## src/rtl/lp_filter_arb.sv

```systemverilog
// lp_filter_arb: NCH-channel time-shared first-order IIR low-pass with a round-robin front end.
// Define LP_FILTER_ARB_CLEAR_EN to add the per-channel clr port.

module lp_filter_arb_lane #(
    parameter int R = 14,
    parameter int S = 49
) (
    input  logic         clk,
    input  logic         rst,
    input  logic         clr,
    input  logic         we,
    input  logic [S-1:0] wsum,
    input  logic [R-1:0] wout,
    output logic [S-1:0] sum,
    output logic [R-1:0] out_data,
    output logic         out_valid
);
    // clr beats a same-edge write so a cleared channel restarts from zero
    always_ff @(posedge clk) begin
        if (rst || clr) begin
            sum       <= '0;
            out_data  <= '0;
            out_valid <= 1'b0;
        end else begin
            out_valid <= we;
            if (we) begin
                sum      <= wsum;
                out_data <= wout;
            end
        end
    end
endmodule

module lp_filter_arb #(
    parameter int NCH = 4,
    parameter int R   = 14,
    parameter int S   = 49
) (
    input  logic             clk,
    input  logic             rst,
    input  logic [6*NCH-1:0] tau,
    input  logic [R*NCH-1:0] in_data,
    input  logic [NCH-1:0]   in_valid,
`ifdef LP_FILTER_ARB_CLEAR_EN
    input  logic [NCH-1:0]   clr,
`endif
    output logic [NCH-1:0]   in_ready,
    output logic [R*NCH-1:0] out_data,
    output logic [NCH-1:0]   out_valid
);
    localparam int CW = $clog2(NCH);

    typedef struct packed {
        logic [CW-1:0] ch;
        logic [R-1:0]  smp;
        logic [5:0]    tau;
    } req_t;

    logic [NCH-1:0]        clr_i, req;
    logic [CW-1:0]         ptr, gnt_ch;
    logic                  gnt_any;
    logic [1:0]            vld_pipe;
    req_t                  s0, s1;
    logic signed [S-1:0]   s1_sum, rd_sum, decay, newsum, nshift;
    logic [S:0]            sn;
    logic [R-1:0]          wout;
    logic [NCH-1:0][S-1:0] sum_q;

`ifdef LP_FILTER_ARB_CLEAR_EN
    assign clr_i = clr;
`else
    assign clr_i = '0;
`endif
    assign req = in_valid & ~clr_i;

    always_comb begin
        int idx;
        idx     = 0;
        gnt_any = 1'b0;
        gnt_ch  = '0;
        for (int k = 0; k < NCH; k++) begin
            idx = int'(ptr) + k;
            if (idx >= NCH) idx = idx - NCH;
            if (!gnt_any && req[idx]) begin
                gnt_any = 1'b1;
                gnt_ch  = CW'(idx);
            end
        end
        if (rst) gnt_any = 1'b0;
        in_ready = gnt_any ? (NCH'(1) << gnt_ch) : '0;
    end

    always_ff @(posedge clk) begin
        if (rst) begin
            ptr      <= '0;
            vld_pipe <= '0;
        end else begin
            vld_pipe <= {vld_pipe[0], gnt_any};
            if (gnt_any) ptr <= (gnt_ch == CW'(NCH - 1)) ? '0 : gnt_ch + 1'b1;
        end
    end

    // Payload needs no reset; vld_pipe qualifies it
    always_ff @(posedge clk) begin
        s0.ch  <= gnt_ch;
        s0.smp <= in_data[gnt_ch*R +: R];
        s0.tau <= tau[gnt_ch*6 +: 6];
        s1     <= s0;
        s1_sum <= rd_sum;
    end

    // Forward the stage-2 result when it targets the channel being read
    always_comb begin
        rd_sum = sum_q[s0.ch];
        if (vld_pipe[1] && s1.ch == s0.ch) rd_sum = newsum;
        if (clr_i[s0.ch]) rd_sum = '0;
    end

    always_comb begin
        decay = (s1_sum >>> 6) >>> s1.tau[3:0];
        sn    = {{(S+1-R){s1.smp[R-1]}}, s1.smp} + {s1_sum[S-1], s1_sum} - {decay[S-1], decay};
        case (sn[S:S-1])
            2'b01:   newsum = {1'b0, {(S-1){1'b1}}};
            2'b10:   newsum = {1'b1, {(S-1){1'b0}}};
            default: newsum = sn[S-1:0];
        endcase
        nshift = (newsum >>> 6) >>> s1.tau[3:0];
        wout   = (s1.tau[5:4] != 2'b00) ? s1.smp : nshift[R-1:0];
    end

    for (genvar i = 0; i < NCH; i++) begin : g_lane
        lp_filter_arb_lane #(.R(R), .S(S)) u_lane (
            .clk       (clk),
            .rst       (rst),
            .clr       (clr_i[i]),
            .we        (vld_pipe[1] && s1.ch == CW'(i)),
            .wsum      (newsum),
            .wout      (wout),
            .sum       (sum_q[i]),
            .out_data  (out_data[i*R +: R]),
            .out_valid (out_valid[i])
        );
    end
endmodule

```

## config.mk

```make
export PLATFORM = sky130hd
export DESIGN_NAME = lp_filter_arb
export DESIGN_NICKNAME = d
export VERILOG_FILES = /design/src/rtl/lp_filter_arb.sv
export SDC_FILE = /design/constraint.sdc
export NUM_CORES = 1
export LEC_CHECK = 0
export BUFFER_PORTS_ARGS = -buffer_cell sky130_fd_sc_hd__buf_2
export CAP_MARGIN = 0
export CORE_ASPECT_RATIO = 0.5
export CORE_MARGIN = 2
export CORE_UTILIZATION = 35
export CTS_CLUSTER_SIZE = 40
export DETAILED_ROUTE_END_ITERATION = 8
export HOLD_SLACK_MARGIN = 0.03
export PLACE_DENSITY = 0.54
export SLEW_MARGIN = 20
export SYNTH_ARGS = -nofsm -noshare
export SYNTH_HDL_FRONTEND = slang
export SYNTH_SLANG_ARGS = --single-unit
```

## constraint.sdc

```tcl
create_clock -name clk -period 8.3 [get_ports clk]
set_clock_uncertainty 0.05 [all_clocks]
set_input_delay 1.245 -clock clk [delete_from_list [all_inputs] [get_ports clk]]
set_output_delay 1.245 -clock clk [all_outputs]
set_load 0.01 [all_outputs]
```

==> flow_summary.toml <==
[die]
rows = 65
core_um2 = 63000
die_w_um = 361
ios = 150
die_y_um = 182
die_area_um2 = 65800
initial_core_util_pct = 35.4

[setup_path]
cp-start-kind = "register"
critical_path.max_stage_delay_ns = 0.57
worstSetupPathType = "register to register"
arrival_ns = 8.47
reg2reg_slack_ns = 0.25
critPathSlowestCell = "or4_1"
crit_path_end_kind = "register"
path_common_cell = "buf_4"
required_ns = 8.72
crit_fanout = 16

[grt]
antenna_found_initial = 0
track_usage_pct = 24.9
grt_max_degree = 89
grt-ovfl-total = 0
grt_pass1_wl_um = 126000
grt_pass1_vias = 19600

[synthesis]
synthTopCellsByCount = "dfxtp_1 (353), nand2_1 (342), nor2_1 (292)"
yosysMostFrequentCell = "dfxtp_1"
ys_warn_count = 0
synth_edf_count = 0
synthesis.nets = 2840
yosysSeqAreaShare_pct = 31.7
synth_area_leader_cell = "dfxtp_1"
synth_top_area_share_pct = 31.7
synth.avg_cell_area_um2 = 8.42
synth_cell_types = 96
synth_area_leaders = "dfxtp_1 (32%), mux4_2 (9.3%), a211oi_1 (5.8%)"
netlist_area_um2 = 22300
synthArstFlopShare_pct = 0
synthCells = 2648
ys.flop_type = "dfxtp_1"
ys_seq_elements = 353

[cts]
cts_tree = "built"
cts.sinks = 353
cts.clk_slew.worst_paths_ns = 0.07
root_buffer = "clkbuf_16"
htree_levels = 2
numCtsBuffers = 36
cts_buffer_depth = 3
worstSkewPairLatency_ns = 0.56

[cells_and_area]
drive_above_1_share_pct = 20.3
n_antenna_cell = 0
syn2layout_area_growth_pct = 16.4
finalNetCount = 2976
final_core_util_pct = 41.1

[timing]
relSlewSlack_pct = 25.5
layout_min_cycle_time_ns = 8.05
tightest_slew_ns = 1.10
setup_tns_ns = 0
hold_viol_final = 0
fmax_ghz = 0.124
final-setup-viol-count = 0
drv_slew = 0
finalCritPeriodShare_pct = 97.0

[place]
port_buffers = 149
dp_hpwl_um = 63100
place_congestion = 1.02

[detailed_routing]
drc = 1
firstDrtPassIters = 9
wl_um = 84100
wl_per_cell_um = 23.1
num_vias = 21300
first_iter_violations = 2461
drtAntennaViolNets = 0
avgViaCountPerCell = 5.82

[run_status]
status = "finished with violations"
violations = "design-rule violations"

[flow_run]
cap_viol_max_count = 0

[worst_hold_path]
hold_class = "register to register"
## path summary, 6_finish.rpt
| path | from | end | depth (start not counted) |
|---|---|---|---|
| worst max-delay path | s1[1]$_DFF_P_ | g_lane[3].u_lane.out_data[11]$_SDFFE_PP0P_ | 29 |
| worst min-delay path | s0[16]$_DFF_P_ | s1[16]$_DFF_P_ | 0 |
| worst max register to register | s1[1]$_DFF_P_ | g_lane[3].u_lane.out_data[11]$_SDFFE_PP0P_ | 29 |
| worst min register to register | s0[16]$_DFF_P_ | s1[16]$_DFF_P_ | 0 |
## kinds of logic (layout without fill, tap and decap cells)
| logic type | Yosys count | count (layout) | synth area share (%) |
|---|---|---|---|
| xor gates and xnor gates | 28 | 28 | 1.10 |
| muxes | 118 | 118 | 10.5 |
| buffers and inverters | 397 | 561 | 7.15 |
| adders and majority gates | 106 | 106 | 7.57 |
| DFF | 353 | 353 | 31.7 |
| AOI/OAI and AO/OA | 724 | 724 | 23.1 |
| and+or+nand+nor | 922 | 922 | 18.9 |
## metrics by stage
step	cells	setup slack (ns)	hold WS [ns]	cell area (um^2)
after floorplan	2648	0.109	0.260	22300
after global placement	3570	-0.230	0.260	24400
after detailed placement	3570	-0.311	0.262	24400
after CTS	3639	0.0102	0.273	25700
after global routing	3649	-0.00641	0.280	25900
final	3649	0.247	0.271	25900
## worst max-delay path: cells and delay by family, from the launching register on
| family | cells | cell delay (ns) |
|---|---|---|
| compound gates | 13 | 3.22 |
| simple gates | 7 | 1.76 |
| fa+ha+maj | 3 | 1.17 |
| buf+inv | 5 | 0.77 |
| mux | 1 | 0.50 |
| flops | 1 | 0.48 |
## cell type report
| class | count | area [um^2] |
|---|---|---|
| Fill cell | 6427 | 37100 |
| Multi-Input combinational cell | 1898 | 13800 |
| Sequential cell | 353 | 7080 |
| Timing Repair Buffer | 317 | 2090 |
| Clock buffer | 49 | 1090 |
| Tap cell | 837 | 1050 |
| Inverter | 178 | 668 |
| Clock inverter | 17 | 178 |
## routing by layer
metal	share of wire (%)	global-route usage (%)
met1	47	37.1
met2	41	35.9
met3	9.6	5.80
met4	2.7	6.24
met5	0	0
## sequential cells by signal, summed over array words and instances, names as in the netlist
name / flops
g_lane.u_lane.out_valid: 4
s1_sum: 49
vld_pipe: 2
s0: 22
g_lane.u_lane.sum: 196
ptr: 2
g_lane.u_lane.out_data: 56
s1: 22
## timing repair
action / in CTS / in global routing
buffers inserted: 3 / 9
pin swaps: 1 / 1
hold buffers: 0 / 0
gates resized for setup: 2 / 23
endpoints found under the setup margin: 23 / 53
## layout by cell type, fill, tap and decap left out, drive strengths merged, types with 64 or more instances in the layout
master	instances
a211oi	177
a21oi	136
a31oi	64
buf	316
dfxtp	353
inv	182
mux4	92
nand2	345
nor2	293
o21ai	122
Power is left out: the tool's default activity adds up to more than one toggle a clock period on the data nets, which glitch-free logic cannot reach.
